[config.mk]
export PLATFORM = sky130hd
export DESIGN_NAME = mult_share_ctrl
export DESIGN_NICKNAME = d
export VERILOG_FILES = /design/src/rtl/mult_share_pkg.sv /design/src/rtl/mult_share_rr_pick.sv /design/src/rtl/multiplier_16bits_version4.sv /design/src/rtl/mult_share_ctrl.sv
export SDC_FILE = /design/constraint.sdc
export NUM_CORES = 1
export LEC_CHECK = 0
export BUFFER_PORTS_ARGS = -buffer_cell sky130_fd_sc_hd__buf_2
export CAP_MARGIN = 20
export CORE_ASPECT_RATIO = 1.2
export CORE_MARGIN = 10
export CORE_UTILIZATION = 55
export CTS_CLUSTER_DIAMETER = 80
export DETAILED_ROUTE_END_ITERATION = 6
export PLACE_DENSITY = 0.8
export SKIP_LAST_GASP = 1
export SYNTH_ARGS = -nofsm -noshare
export SYNTH_HDL_FRONTEND = slang
export SYNTH_HIERARCHICAL = 1
export SYNTH_SLANG_ARGS = --single-unit
[constraint.sdc]
create_clock -name clk -period 6.2 [get_ports clk]
set_input_delay 0.31 -clock clk [delete_from_list [all_inputs] [get_ports clk]]
set_output_delay 0.31 -clock clk [all_outputs]
set_load 0.01 [all_outputs]
[src/rtl/mult_share_pkg.sv]
// Shared types and constants for the multiplier-sharing scheduler.
// Imported by mult_share_rr_pick and mult_share_ctrl.
package mult_share_pkg;

    localparam int OP_W   = 16;
    localparam int PROD_W = 32;
    localparam int PERF_W = 32;

    typedef enum logic [1:0] {
        IDLE = 2'd0,
        CALC = 2'd1,
        RESP = 2'd2
    } state_e;

    // Requester index reached by stepping 'offset' places past 'base', wrapping at n.
    function automatic int rr_index(input int base, input int offset, input int n);
        return (base + offset) % n;
    endfunction

endpackage

[src/rtl/mult_share_rr_pick.sv]
// Combinational round-robin picker: first valid requester after last_grant,
// wrapping from NUM_REQ-1 back to 0.
module mult_share_rr_pick #(
    parameter int NUM_REQ = 4,
    parameter int ID_W    = $clog2(NUM_REQ)
) (
    input  logic [NUM_REQ-1:0] req_valid,
    input  logic [ID_W-1:0]    last_grant,
    output logic [ID_W-1:0]    sel,
    output logic               any_valid
);
    import mult_share_pkg::*;

    // Scan offsets from farthest to nearest so the nearest valid requester wins.
    always_comb begin
        sel       = last_grant;
        any_valid = |req_valid;
        for (int i = NUM_REQ; i >= 1; i--) begin
            sel = req_valid[rr_index(int'(last_grant), i, NUM_REQ)]
                ? ID_W'(rr_index(int'(last_grant), i, NUM_REQ)) : sel;
        end
    end

endmodule

[src/rtl/multiplier_16bits_version4.sv]
// Combinational 16x16 unsigned multiplier with a full-width 32-bit product.
module multiplier_16bits_version4 (
    input  logic [15:0] a,
    input  logic [15:0] b,
    output logic [31:0] product
);

    assign product = 32'(a) * 32'(b);

endmodule

[src/rtl/mult_share_ctrl.sv]
// Round-robin scheduler sharing one 16x16 multiplier among NUM_REQ requesters.
// Optional build macro MULT_SHARE_PERF_EN adds the perf_ops completion counter.
module mult_share_ctrl #(
    parameter int NUM_REQ = 4,
    parameter int ID_W    = $clog2(NUM_REQ)
) (
    input  logic                  clk,
    input  logic                  rst_n,
    input  logic [NUM_REQ-1:0]    req_valid,
    output logic [NUM_REQ-1:0]    req_ready,
    input  logic [NUM_REQ*16-1:0] req_a,
    input  logic [NUM_REQ*16-1:0] req_b,
    output logic                  rsp_valid,
    input  logic                  rsp_ready,
    output logic [ID_W-1:0]       rsp_id,
    output logic [31:0]           rsp_product,
    output logic                  busy
`ifdef MULT_SHARE_PERF_EN
    ,
    output logic [31:0]           perf_ops
`endif
);
    import mult_share_pkg::*;

    state_e              state_q, state_d;
    logic [ID_W-1:0]     last_grant_q, last_grant_d;
    logic [ID_W-1:0]     id_q, id_d;
    logic [OP_W-1:0]     a_q, a_d;
    logic [OP_W-1:0]     b_q, b_d;
    logic [PROD_W-1:0]   prod_q, prod_d;
    logic                rsp_valid_q, rsp_valid_d;
    logic                busy_q, busy_d;

    logic [ID_W-1:0]     sel_s;
    logic                any_valid_s;
    logic [PROD_W-1:0]   mult_out_s;
    logic [NUM_REQ-1:0]  grant_s;
    logic                rsp_done_s;

    mult_share_rr_pick #(
        .NUM_REQ   (NUM_REQ),
        .ID_W      (ID_W)
    ) u_pick (
        .req_valid (req_valid),
        .last_grant(last_grant_q),
        .sel       (sel_s),
        .any_valid (any_valid_s)
    );

    multiplier_16bits_version4 u_mult (
        .a      (a_q),
        .b      (b_q),
        .product(mult_out_s)
    );

    // Grant is only offered from IDLE, and is held low while reset is asserted.
    always_comb begin
        grant_s = '0;
        if (rst_n && (state_q == IDLE) && any_valid_s) begin
            grant_s[sel_s] = 1'b1;
        end else begin
            grant_s = '0;
        end
    end

    assign req_ready  = grant_s;
    assign rsp_done_s = (state_q == RESP) && rsp_ready;

    // Next-state and datapath capture for the IDLE -> CALC -> RESP sequence.
    always_comb begin
        state_d      = state_q;
        last_grant_d = last_grant_q;
        id_d         = id_q;
        a_d          = a_q;
        b_d          = b_q;
        prod_d       = prod_q;
        case (state_q)
            IDLE: begin
                if (any_valid_s) begin
                    a_d          = req_a[sel_s*OP_W +: OP_W];
                    b_d          = req_b[sel_s*OP_W +: OP_W];
                    id_d         = sel_s;
                    last_grant_d = sel_s;
                    state_d      = CALC;
                end else begin
                    state_d      = IDLE;
                end
            end
            CALC: begin
                prod_d  = mult_out_s;
                state_d = RESP;
            end
            RESP: begin
                if (rsp_done_s) begin
                    state_d = IDLE;
                end else begin
                    state_d = RESP;
                end
            end
            default: begin
                state_d = IDLE;
            end
        endcase
        rsp_valid_d = (state_d == RESP);
        busy_d      = (state_d != IDLE);
    end

    // Controller state, operand/result registers and registered status outputs.
    always_ff @(posedge clk or negedge rst_n) begin
        if (!rst_n) begin
            state_q      <= IDLE;
            last_grant_q <= ID_W'(NUM_REQ - 1);
            id_q         <= '0;
            a_q          <= '0;
            b_q          <= '0;
            prod_q       <= '0;
            rsp_valid_q  <= 1'b0;
            busy_q       <= 1'b0;
        end else begin
            state_q      <= state_d;
            last_grant_q <= last_grant_d;
            id_q         <= id_d;
            a_q          <= a_d;
            b_q          <= b_d;
            prod_q       <= prod_d;
            rsp_valid_q  <= rsp_valid_d;
            busy_q       <= busy_d;
        end
    end

    assign rsp_valid   = rsp_valid_q;
    assign rsp_id      = id_q;
    assign rsp_product = prod_q;
    assign busy        = busy_q;

`ifdef MULT_SHARE_PERF_EN
    logic [PERF_W-1:0] perf_ops_q, perf_ops_d;

    // Count completed response handshakes; wraps naturally at 2^32.
    always_comb begin
        perf_ops_d = perf_ops_q;
        if (rsp_done_s) begin
            perf_ops_d = perf_ops_q + 32'd1;
        end else begin
            perf_ops_d = perf_ops_q;
        end
    end

    // Completion counter register.
    always_ff @(posedge clk or negedge rst_n) begin
        if (!rst_n) begin
            perf_ops_q <= '0;
        end else begin
            perf_ops_q <= perf_ops_d;
        end
    end

    assign perf_ops = perf_ops_q;
`endif

endmodule

==> impl_metrics.prom, run 1 <==
# TYPE chip_impl_metric gauge
chip_impl_info{name="startpoint_of_the_tightest_hold_check_path",value="rsp_ready"} 1
chip_impl_metric{name="die-width",unit="um"} 157
chip_impl_info{name="status",value="finished, final reports clean"} 1
chip_impl_metric{name="multi_input_area",unit="sq um"} 9340
chip_impl_metric{name="r2r.worst_path.cells",unit=""} 21
chip_impl_metric{name="ys_seq_elements",unit=""} 72
chip_impl_info{name="yosys.cell_count.top_type",value="sky130_fd_sc_hd__inv_1"} 1
chip_impl_metric{name="drv_slew",unit=""} 0
chip_impl_metric{name="cts_inserted_buffers",unit=""} 9
chip_impl_metric{name="synth_edf_count",unit=""} 0
chip_impl_metric{name="achievable_freq",unit="GHz"} 0.167
chip_impl_metric{name="final_layout_size_suffix_gt1_frac",unit=""} 0.280
chip_impl_metric{name="fillers",unit=""} 1698
chip_impl_info{name="timing.hold.worst.class",value="in2reg"} 1
chip_impl_metric{name="final_area",unit="sq um"} 14100
chip_impl_metric{name="first_pass_iters",unit=""} 5
chip_impl_metric{name="area.growth.synth_to_final",unit="%"} 14.6
chip_impl_metric{name="timing.max_cap.violations",unit=""} 0
chip_impl_info{name="ys_top_cells_by_count",value="sky130_fd_sc_hd__inv_1 (233), sky130_fd_sc_hd__fa_1 (194), sky130_fd_sc_hd__nand2_1 (152)"} 1
chip_impl_metric{name="clkSinkCount",unit=""} 72
chip_impl_metric{name="postLayoutCoreUtil",unit=""} 0.645
chip_impl_info{name="crit-reg2reg-launch",value="b_q[4]"} 1
chip_impl_metric{name="setup_viol",unit=""} 0
chip_impl_metric{name="cp.arrival",unit="ns"} 6.22
chip_impl_metric{name="htree_levels",unit=""} 3
chip_impl_metric{name="sequential_cell_area",unit="sq um"} 1830
chip_impl_info{name="dominant_cells_by_area_after_synthesis",value="sky130_fd_sc_hd__fa_1 (32%), sky130_fd_sc_hd__dfrtp_1 (14%), sky130_fd_sc_hd__ha_1 (11%)"} 1
chip_impl_metric{name="path_max_fanout",unit=""} 9
chip_impl_metric{name="reg2reg_slack",unit="ns"} 0.22
chip_impl_metric{name="fp-row-count",unit=""} 59
chip_impl_metric{name="postSynth.asyncResetShare",unit=""} 1.00
chip_impl_metric{name="synthesized_area_per_cell",unit="sq um"} 10.2
chip_impl_metric{name="grt_first_pass_wirelength",unit="um"} 51000
chip_impl_metric{name="boundaryPins",unit=""} 175
chip_impl_metric{name="die_height",unit="um"} 184
chip_impl_info{name="synthFlopType",value="sky130_fd_sc_hd__dfrtp_1"} 1
chip_impl_metric{name="skew",unit="ns"} 0.00816
chip_impl_metric{name="critical_path_required",unit="ns"} 6.44
chip_impl_metric{name="insertedDiodeCount",unit=""} 0
chip_impl_metric{name="drt.antenna.violating_nets",unit=""} 0
chip_impl_info{name="crit-reg2reg-capture",value="rsp_product[30]"} 1
chip_impl_metric{name="grt_use_total",unit=""} 0.220
chip_impl_metric{name="source_to_sink_clock_delay_at_the_later_pin_of_the_worst_skew_pair",unit="ns"} 0.35
chip_impl_metric{name="synth_cell_type_count",unit=""} 61
chip_impl_info{name="clock_tree_from_tritoncts",value="built"} 1
chip_impl_metric{name="overflow_left_after_global_routing",unit=""} 0
chip_impl_metric{name="syn_nets",unit=""} 1644
chip_impl_metric{name="port_buffers",unit=""} 174
chip_impl_metric{name="placement.cell_area",unit="sq um"} 13600
chip_impl_metric{name="gp_congestion",unit=""} 0.994
chip_impl_metric{name="post-route-drc-count",unit=""} 0
chip_impl_metric{name="yosys.area.top_type_share",unit=""} 0.316
chip_impl_metric{name="max-clock-path-buffers",unit=""} 2
chip_impl_metric{name="wl",unit="um"} 31100
chip_impl_metric{name="timing.slew.headroom",unit=""} 0.539
chip_impl_metric{name="dieArea",unit="sq um"} 28800
chip_impl_metric{name="design.final.nets",unit=""} 1839
chip_impl_metric{name="grt_antenna_before_repair",unit=""} 0
chip_impl_metric{name="seq_area_frac_synth",unit=""} 0.147
chip_impl_metric{name="route.vias.total",unit=""} 9401
chip_impl_metric{name="detail_route.iter0.violations",unit=""} 589
chip_impl_info{name="synth_largest_area_cell",value="sky130_fd_sc_hd__fa_1"} 1
chip_impl_info{name="cts_root_buf",value="sky130_fd_sc_hd__clkbuf_16"} 1
chip_impl_metric{name="coreArea",unit="sq um"} 21900
chip_impl_metric{name="finalSetupTns",unit="ns"} 0
chip_impl_metric{name="hold_violations",unit=""} 0
chip_impl_info{name="start_kind",value="flop"} 1
chip_impl_info{name="holdPathEnd",value="state_q[1]"} 1
chip_impl_metric{name="synth-warning-count",unit=""} 6
chip_impl_metric{name="timing_worst_slew_pin_value",unit="ns"} 0.692
chip_impl_metric{name="post-route-min-period",unit="ns"} 5.98
chip_impl_metric{name="floorplan.initialDensity",unit=""} 0.563
chip_impl_metric{name="grt_max_degree",unit=""} 40
chip_impl_metric{name="whs_path_depth",unit=""} 2
chip_impl_metric{name="syn_inst",unit=""} 1211
chip_impl_info{name="critPathKind",value="reg2reg"} 1
chip_impl_metric{name="hpwlAfterDp",unit="um"} 25700
chip_impl_metric{name="fin_crit_sh",unit=""} 0.965
chip_impl_metric{name="routedWlPerCell",unit="um"} 18.5
chip_impl_info{name="endpoint_kind",value="flop"} 1
chip_impl_metric{name="first_global_vias",unit=""} 10600
chip_impl_metric{name="avgViaCountPerCell",unit=""} 5.58
chip_impl_metric{name="clk_transition_reported_paths",unit="ns"} 0.06
chip_impl_metric{name="netlist_area",unit="sq um"} 12300
-- layout make-up --
type	count	area share
Sequential cell	72	0.129
Multi-Input combinational cell	849	0.663
Inverter	234	0.0626
Clock buffer	9	0.0160
Timing Repair Buffer	240	0.101
Tap cell	274	0.0243
Clock inverter	7	0.00444
-- state kept, by name, summed over array words and instances, names as in the netlist --
| name | cells |
|---|---|
| rsp_product | 32 |
| a_q | 16 |
| b_q | 16 |
| last_grant_q | 2 |
| rsp_id | 2 |
| state_q | 2 |
| busy | 1 |
| rsp_valid | 1 |
-- metal layers --
layer,global-route usage,wire (um),vias up
li1,-,-,4199
met1,0.231,10900,4737
met2,0.413,17200,383
met3,0.0478,1890,82
met4,0.0930,1190,0
met5,0,0,-
-- how the worst max path moves through the flow --
stage / start / to / slack [ns] / cells after the start
3_3_place_gp: a_q[8] / rsp_product[25] / 0.20 / 20
3_5_place_dp: a_q[8] / rsp_product[30] / 0.08 / 18
2_1_floorplan: b_q[7] / rsp_product[30] / 0.34 / 23
5_1_grt: b_q[6] / rsp_product[25] / -0.01 / 22
6_report: b_q[4] / rsp_product[30] / 0.22 / 21
4_1_cts: a_q[8] / rsp_product[30] / 0.06 / 18
-- timing repair --
action | 4_1_cts | 5_1_grt
setup endpoints to repair | 0 | 9
endpoints found under the hold margin | 34 | 0
buffers inserted | 0 | 10
hold buffers | 1 | 0
gates resized for setup | 0 | 22
-- placed cells by master (no fill, tap or decap), drive strengths merged, types with 6 or more instances in the layout --
cell      n
a21o      9
ha      104
nor2     17
o21ai    14
clkbuf   11
nand3     8
o21bai    6
mux4     32
inv     233
nand2   152
dfrtp    70
mux2     68
clkinv    6
xnor2    20
and2    124
xor2      9
buf     237
fa      194
a21oi    34
-- metrics by stage --
step	hold WS (ns)	setup WS, ns	std cells
6_report	0.177	0.219	1685
5_1_grt	0.172	-0.0117	1685
4_1_cts	0.170	0.0575	1673
3_5_place_dp	0.315	0.0809	1656
3_3_place_gp	0.310	0.200	1656
2_1_floorplan	0.0144	0.343	1211
-- worst max-delay path, stage by stage, from the launching register on --
cell and delay, ns:
sky130_fd_sc_hd__dfrtp_2 0.46, sky130_fd_sc_hd__and2_1 0.20, sky130_fd_sc_hd__fa_1 0.53, sky130_fd_sc_hd__inv_1 0.05
sky130_fd_sc_hd__fa_1 0.45, sky130_fd_sc_hd__fa_1 0.49, sky130_fd_sc_hd__fa_1 0.55, sky130_fd_sc_hd__inv_1 0.05
sky130_fd_sc_hd__fa_1 0.47, sky130_fd_sc_hd__inv_1 0.05, sky130_fd_sc_hd__fa_1 0.48, sky130_fd_sc_hd__inv_1 0.05
sky130_fd_sc_hd__ha_2 0.37, sky130_fd_sc_hd__nand2_1 0.10, sky130_fd_sc_hd__nor3_1 0.23, sky130_fd_sc_hd__a2111oi_2 0.07
sky130_fd_sc_hd__buf_4 0.14, sky130_fd_sc_hd__a31o_4 0.25, sky130_fd_sc_hd__o31ai_4 0.29, sky130_fd_sc_hd__a41oi_2 0.16
sky130_fd_sc_hd__xnor2_1 0.15, sky130_fd_sc_hd__mux2_2 0.26
-- cell families after synthesis --
family | synth area share
buffers and inverters | 0.0972
xor gates and xnor gates | 0.0206
muxes | 0.128
adders and majority gates | 0.421
AOI/OAI and AO/OA | 0.0510
and+or+nand+nor | 0.135
DFF | 0.147
Power of run 1 is left out: the tool's default activity adds up to more than one toggle a clock period on the data nets, which glitch-free logic cannot reach.
==> run 2, diff against run 1 <==
--- a/config.mk
+++ b/config.mk
@@ -10,3 +10,3 @@
 export CORE_ASPECT_RATIO = 1.2
-export CORE_MARGIN = 10
+export CORE_MARGIN = 1.5
 export CORE_UTILIZATION = 55
--- a/constraint.sdc
+++ b/constraint.sdc
@@ -3,2 +3,2 @@
 set_output_delay 0.31 -clock clk [all_outputs]
-set_load 0.01 [all_outputs]
+set_load 0.1 [all_outputs]
==> run 2 against run 1 <==
  * The run now ends with design-rule violations left
  * Die area down 19%
  * Final area down 0.21%
  * Worst setup slack worse by 0.027 ns
  * Clock-buffer cell count up 1
  * First-iteration DRC count down 19%
  * Sequential share of layout area up 0.054 points
  * Clock skew down 0.0021 ns
  * Via count up 0.72%
  * Critical endpoint is now rsp_product[31]
==> impl_metrics.prom, run 2 (synthesis gave the netlist of run 1 again) <==
# TYPE chip_impl_metric gauge
chip_impl_metric{name="htree_levels",unit=""} 3
chip_impl_metric{name="grt_first_pass_wirelength",unit="um"} 47400
chip_impl_metric{name="area.growth.synth_to_final",unit="%"} 14.3
chip_impl_info{name="endpoint_kind",value="flop"} 1
chip_impl_metric{name="detail_route.iter0.violations",unit=""} 479
chip_impl_metric{name="hpwlAfterDp",unit="um"} 23800
chip_impl_info{name="clock_tree_from_tritoncts",value="built"} 1
chip_impl_metric{name="post-route-drc-count",unit=""} 2
chip_impl_info{name="status",value="complete, but fails checks"} 1
chip_impl_metric{name="coreArea",unit="sq um"} 21900
chip_impl_info{name="crit-reg2reg-capture",value="rsp_product[31]"} 1
chip_impl_info{name="cts_root_buf",value="sky130_fd_sc_hd__clkbuf_16"} 1
chip_impl_metric{name="grt_use_total",unit=""} 0.257
chip_impl_metric{name="cp.arrival",unit="ns"} 6.24
chip_impl_metric{name="drt.antenna.violating_nets",unit=""} 0
chip_impl_metric{name="boundaryPins",unit=""} 175
chip_impl_metric{name="routedWlPerCell",unit="um"} 17.6
chip_impl_metric{name="first_pass_iters",unit=""} 7
chip_impl_metric{name="fillers",unit=""} 1723
chip_impl_metric{name="overflow_left_after_global_routing",unit=""} 0
chip_impl_metric{name="route.vias.total",unit=""} 9469
chip_impl_metric{name="grt_max_degree",unit=""} 71
chip_impl_info{name="rsz0062_at_grt",value="no"} 1
chip_impl_metric{name="post-route-min-period",unit="ns"} 6.01
chip_impl_info{name="most-common-layout-cells",value="sky130_fd_sc_hd__inv_1 (233), sky130_fd_sc_hd__fa_1 (194), sky130_fd_sc_hd__buf_2 (174)"} 1
chip_impl_info{name="critical_path.endpoint",value="rsp_product[31]"} 1
chip_impl_metric{name="timing_worst_slew_pin_value",unit="ns"} 0.960
chip_impl_metric{name="hold_violations",unit=""} 0
chip_impl_metric{name="finalSetupTns",unit="ns"} 0
chip_impl_metric{name="fin_crit_sh",unit=""} 0.969
chip_impl_metric{name="gp_congestion",unit=""} 0.928
chip_impl_info{name="failed_checks",value="design-rule violations"} 1
chip_impl_metric{name="design.final.nets",unit=""} 1838
chip_impl_metric{name="fp-row-count",unit=""} 59
chip_impl_metric{name="largest_register_ff_count",unit=""} 32
chip_impl_metric{name="postLayoutCoreUtil",unit=""} 0.644
chip_impl_metric{name="die-width",unit="um"} 140
chip_impl_metric{name="path_max_fanout",unit=""} 17
chip_impl_metric{name="avgViaCountPerCell",unit=""} 5.63
chip_impl_metric{name="source_to_sink_clock_delay_at_the_later_pin_of_the_worst_skew_pair",unit="ns"} 0.35
chip_impl_metric{name="skew",unit="ns"} 0.00604
chip_impl_metric{name="timing.max_cap.violations",unit=""} 0
chip_impl_metric{name="drv_slew",unit=""} 0
chip_impl_metric{name="sequential_cell_area",unit="sq um"} 1830
chip_impl_metric{name="insertedDiodeCount",unit=""} 0
chip_impl_metric{name="max-clock-path-buffers",unit=""} 2
chip_impl_metric{name="multi_input_area",unit="sq um"} 9360
chip_impl_metric{name="die_height",unit="um"} 167
chip_impl_metric{name="wl",unit="um"} 29500
chip_impl_info{name="critPathKind",value="reg2reg"} 1
chip_impl_metric{name="critical_path_required",unit="ns"} 6.43
chip_impl_metric{name="final.hold.worst_slack",unit="ns"} 0.172
chip_impl_info{name="timing.hold.worst.class",value="in2reg"} 1
chip_impl_metric{name="setup_viol",unit=""} 0
chip_impl_metric{name="clkSinkCount",unit=""} 72
chip_impl_metric{name="cts_inserted_buffers",unit=""} 9
chip_impl_metric{name="reg2reg_slack",unit="ns"} 0.19
chip_impl_metric{name="clk_transition_reported_paths",unit="ns"} 0.06
chip_impl_metric{name="final_layout_size_suffix_gt1_frac",unit=""} 0.282
chip_impl_metric{name="dieArea",unit="sq um"} 23300
chip_impl_metric{name="floorplan.initialDensity",unit=""} 0.563
chip_impl_info{name="crit-reg2reg-launch",value="a_q[8]"} 1
chip_impl_info{name="most_common_cell_after_layout_fill_and_taps_aside",value="sky130_fd_sc_hd__inv_1"} 1
chip_impl_info{name="crit_path_start",value="a_q[8]"} 1
chip_impl_info{name="start_kind",value="flop"} 1
chip_impl_metric{name="achievable_freq",unit="GHz"} 0.166
chip_impl_metric{name="port_buffers",unit=""} 174
chip_impl_metric{name="timing.slew.headroom",unit=""} 0.360
chip_impl_metric{name="first_global_vias",unit=""} 10100
chip_impl_metric{name="r2r.worst_path.cells",unit=""} 18
chip_impl_metric{name="grt_antenna_before_repair",unit=""} 0
-- run 2: metal layers --
| layer | share of wire | vias up | track usage |
|---|---|---|---|
| met4 | 0.061 | 0 | 0.150 |
| met5 | 0 | - | 0 |
| met1 | 0.36 | 4793 | 0.288 |
| li1 | - | 4191 | - |
| met3 | 0.043 | 124 | 0.0331 |
| met2 | 0.53 | 361 | 0.469 |
-- run 2: how the worst min path moves through the flow --
stage / from / end / depth (start not counted)
CTS: rsp_ready / rsp_valid / 2
floorplan: rst_n / a_q[0] / 0
detailed placement: rst_n / rsp_valid / 1
finish: rsp_ready / rsp_valid / 2
global placement: rst_n / busy / 1
global route: rsp_ready / rsp_valid / 2
-- run 2: critical path, cell delays in order (launching register included) --
cell and delay (ns):
sky130_fd_sc_hd__dfrtp_2 0.53, sky130_fd_sc_hd__and2_1 0.21, sky130_fd_sc_hd__fa_1 0.55, sky130_fd_sc_hd__inv_1 0.05, sky130_fd_sc_hd__fa_1 0.46, sky130_fd_sc_hd__fa_1 0.52
sky130_fd_sc_hd__inv_1 0.06, sky130_fd_sc_hd__fa_1 0.55, sky130_fd_sc_hd__fa_1 0.43, sky130_fd_sc_hd__fa_1 0.45, sky130_fd_sc_hd__ha_1 0.37, sky130_fd_sc_hd__a21oi_1 0.16
sky130_fd_sc_hd__o21ai_0 0.14, sky130_fd_sc_hd__a21oi_2 0.31, sky130_fd_sc_hd__a21oi_1 0.22, sky130_fd_sc_hd__a41oi_2 0.32, sky130_fd_sc_hd__mux2i_1 0.21, sky130_fd_sc_hd__a311oi_1 0.06
sky130_fd_sc_hd__mux2_2 0.28
-- run 2: layout make-up --
cell class,instances,share of cell area
Clock buffer,10,0.0163
Clock inverter,5,0.00249
Inverter,234,0.0628
Multi-Input combinational cell,849,0.665
Sequential cell,72,0.130
Tap cell,274,0.0244
Timing Repair Buffer,239,0.0991
-- run 2: timing repair --
| item | in CTS | in global routing |
|---|---|---|
| hold buffers | 1 | 0 |
| endpoints found under the hold margin | 2 | 0 |
| buffers inserted | 0 | 21 |
| resized for setup | 0 | 27 |
| endpoints found under the setup margin | 0 | 11 |
-- run 2: per-stage QoR --
step                      setup slack [ns]  cell area, sq um  instances
after floorplan                      0.342             12300       1211
after global placement               0.147             13500       1644
after detailed placement            0.0451             13500       1644
after CTS                          0.00918             13800       1660
after global routing               0.00673             14100       1683
final                                0.192             14100       1683
Power of run 2 is left out for the same reason.
==> run 3, diff against run 2 <==
- PLACE_DENSITY: 0.8 -> 0.88
- clock period: 6.2 -> 7.6 ns (I/O delays scaled with it)
==> run 3 against run 2 <==
  * The run still ends with design-rule violations left
  * Final area decreased by 3.0%
  * First-iteration DRC count is 15% higher
  * Final cell count fell by 3.4%
  * Die area is the same
  * Register-to-register slack improved by 0.99 ns
  * Clock-buffer cell count grew 1
  * Hold slack better by 0.086 ns
  * Fmax down 6.4%
==> impl_metrics.prom, run 3 (synthesis gave the netlist of run 1 again) <==
# TYPE chip_impl_metric gauge
chip_impl_info{name="status",value="complete, but fails checks"} 1
chip_impl_info{name="failed_checks",value="design-rule violations"} 1
chip_impl_metric{name="avgViaCountPerCell",unit=""} 5.79
chip_impl_metric{name="fp-row-count",unit=""} 59
chip_impl_metric{name="drv_slew",unit=""} 0
chip_impl_metric{name="cts_inserted_buffers",unit=""} 9
chip_impl_metric{name="dieArea",unit="sq um"} 23300
chip_impl_metric{name="timing.max_cap.violations",unit=""} 0
chip_impl_info{name="clock_tree_from_tritoncts",value="built"} 1
chip_impl_metric{name="grt_use_total",unit=""} 0.266
chip_impl_info{name="timing.hold.worst.class",value="in2reg"} 1
chip_impl_metric{name="first_global_vias",unit=""} 10500
chip_impl_metric{name="largest_register_ff_count",unit=""} 32
chip_impl_metric{name="setup_viol",unit=""} 0
chip_impl_metric{name="grt_first_pass_wirelength",unit="um"} 49200
chip_impl_metric{name="gp_congestion",unit=""} 0.935
chip_impl_metric{name="timing.slew.headroom",unit=""} 0.370
chip_impl_metric{name="critical-path-max-stage-delay",unit="ns"} 0.79
chip_impl_metric{name="grt_antenna_before_repair",unit=""} 0
chip_impl_metric{name="grt_max_degree",unit=""} 72
chip_impl_metric{name="port_buffers",unit=""} 174
chip_impl_metric{name="source_to_sink_clock_delay_at_the_later_pin_of_the_worst_skew_pair",unit="ns"} 0.35
chip_impl_info{name="critPathMostFrequentCell",value="sky130_fd_sc_hd__fa_1"} 1
chip_impl_metric{name="hpwlAfterDp",unit="um"} 23600
chip_impl_metric{name="clkSinkCount",unit=""} 72
chip_impl_metric{name="area.growth.synth_to_final",unit="%"} 10.9
chip_impl_metric{name="crit_buf_inv",unit=""} 3
chip_impl_metric{name="critical_path_required",unit="ns"} 7.84
chip_impl_info{name="rsz0062_at_grt",value="no"} 1
chip_impl_metric{name="cts_setup_buffers",unit=""} 0
chip_impl_info{name="cp_slowest_cell",value="sky130_fd_sc_hd__dfrtp_1"} 1
chip_impl_metric{name="final_layout_size_suffix_gt1_frac",unit=""} 0.232
chip_impl_metric{name="achievable_freq",unit="GHz"} 0.156
chip_impl_info{name="most-common-layout-cells",value="sky130_fd_sc_hd__inv_1 (233), sky130_fd_sc_hd__fa_1 (194), sky130_fd_sc_hd__buf_2 (173)"} 1
chip_impl_info{name="start_kind",value="flop"} 1
chip_impl_metric{name="die_height",unit="um"} 167
chip_impl_metric{name="hold_violations",unit=""} 0
chip_impl_metric{name="drt.antenna.violating_nets",unit=""} 0
chip_impl_info{name="worst_path_dominant_cell_family",value="adder cells"} 1
chip_impl_metric{name="coreArea",unit="sq um"} 21900
chip_impl_metric{name="detail_route.iter0.violations",unit=""} 549
chip_impl_info{name="critPathKind",value="reg2reg"} 1
chip_impl_metric{name="boundaryPins",unit=""} 175
chip_impl_metric{name="cp.arrival",unit="ns"} 6.66
chip_impl_info{name="most_common_cell_after_layout_fill_and_taps_aside",value="sky130_fd_sc_hd__inv_1"} 1
chip_impl_metric{name="wl",unit="um"} 30300
chip_impl_info{name="critical_path.cell_chain",value="nand2_1, fa_1, inv_1, fa_1, fa_1, fa_1, fa_1, inv_1, fa_1, inv_1, ha_1, and3_1, and2_1, a221oi_1, o21ai_1, a31oi_1, o21ai_1, xnor2_1, mux2_2"} 1
chip_impl_metric{name="timing_worst_slew_pin_value",unit="ns"} 0.944
chip_impl_metric{name="finalSetupTns",unit="ns"} 0
chip_impl_metric{name="first_pass_iters",unit=""} 7
chip_impl_metric{name="die-width",unit="um"} 140
chip_impl_metric{name="post-route-min-period",unit="ns"} 6.42
chip_impl_metric{name="max-clock-path-buffers",unit=""} 2
chip_impl_info{name="cts_root_buf",value="sky130_fd_sc_hd__clkbuf_16"} 1
chip_impl_metric{name="floorplan.initialDensity",unit=""} 0.563
chip_impl_metric{name="path_max_fanout",unit=""} 17
chip_impl_metric{name="route.vias.total",unit=""} 9405
chip_impl_metric{name="sequential_cell_area",unit="sq um"} 1800
chip_impl_metric{name="design.final.nets",unit=""} 1779
chip_impl_metric{name="post-route-drc-count",unit=""} 2
chip_impl_metric{name="skew",unit="ns"} 0.00971
chip_impl_metric{name="htree_levels",unit=""} 3
chip_impl_info{name="endpoint_kind",value="flop"} 1
chip_impl_metric{name="insertedDiodeCount",unit=""} 0
chip_impl_metric{name="routedWlPerCell",unit="um"} 18.6
chip_impl_metric{name="fin_crit_sh",unit=""} 0.845
chip_impl_metric{name="clk_transition_reported_paths",unit="ns"} 0.06
chip_impl_metric{name="multi_input_area",unit="sq um"} 9320
chip_impl_metric{name="overflow_left_after_global_routing",unit=""} 0
chip_impl_metric{name="fillers",unit=""} 1674
[run 3: area by class of cell]
class	count	area share
repair buffers	180	0.0698
inverters	234	0.0647
clock buffers	11	0.0178
flip-flops and latches	72	0.132
well taps	274	0.0251
multi-input cells	849	0.683
clock inverters	5	0.00761
[run 3: worst paths after layout]
| check | startpoint | slack [ns] | endpoint | cells past startpoint |
|---|---|---|---|---|
| min | rsp_ready | 0.26 | state_q[1] | 2 |
| max reg2reg | b_q[11] | 1.18 | rsp_product[25] | 19 |
| max | b_q[11] | 1.18 | rsp_product[25] | 19 |
| min in group asynchronous | rst_n | 0.37 | state_q[0] | 2 |
| max in group asynchronous | rst_n | 6.11 | rsp_product[3] | 3 |
| min reg2reg | rsp_product[22] | 0.50 | rsp_product[22] | 1 |
[run 3: worst register-to-register path: stages (launching register included)]
cell	delay, ns
sky130_fd_sc_hd__dfrtp_1	0.79
sky130_fd_sc_hd__nand2_1	0.21
sky130_fd_sc_hd__fa_1	0.55
sky130_fd_sc_hd__inv_1	0.06
sky130_fd_sc_hd__fa_1	0.54
sky130_fd_sc_hd__fa_1	0.46
sky130_fd_sc_hd__fa_1	0.50
sky130_fd_sc_hd__fa_1	0.54
sky130_fd_sc_hd__inv_1	0.06
sky130_fd_sc_hd__fa_1	0.48
sky130_fd_sc_hd__inv_1	0.05
sky130_fd_sc_hd__ha_1	0.39
sky130_fd_sc_hd__and3_1	0.23
sky130_fd_sc_hd__and2_1	0.16
sky130_fd_sc_hd__a221oi_1	0.26
sky130_fd_sc_hd__o21ai_1	0.21
sky130_fd_sc_hd__a31oi_1	0.29
sky130_fd_sc_hd__o21ai_1	0.11
sky130_fd_sc_hd__xnor2_1	0.15
sky130_fd_sc_hd__mux2_2	0.25
[run 3: per-layer routing]
| layer | GRT usage | wire length [um] | vias to the layer above |
|---|---|---|---|
| li1 | - | - | 4083 |
| met1 | 0.293 | 10500 | 4725 |
| met2 | 0.497 | 16500 | 464 |
| met3 | 0.0305 | 1610 | 133 |
| met4 | 0.143 | 1720 | 0 |
| met5 | 0 | 0 | - |
[run 3: metrics by stage]
| step | worst slack (ns) | hold slack (ns) | instance area [sq um] | std cells | util |
|---|---|---|---|---|---|
| 2_1_floorplan | 1.74 | 0.0844 | 12300 | 1211 | - |
| 3_3_place_gp | 1.36 | 0.179 | 13200 | 1606 | 0.606 |
| 3_5_place_dp | 1.29 | 0.182 | 13200 | 1606 | 0.606 |
| 4_1_cts | 1.26 | 0.259 | 13600 | 1623 | 0.623 |
| 5_1_grt | 0.856 | 0.284 | 13700 | 1625 | 0.625 |
| 6_report | 1.18 | 0.259 | 13700 | 1625 | 0.625 |
[run 3: repair_timing]
action | in CTS | in global routing
endpoints found under the setup margin | 0 | 0
endpoints found under the hold margin | 1 | 0
hold buffers | 1 | 0
resized for setup | 0 | 0
Power of run 3 is left out for the same reason.
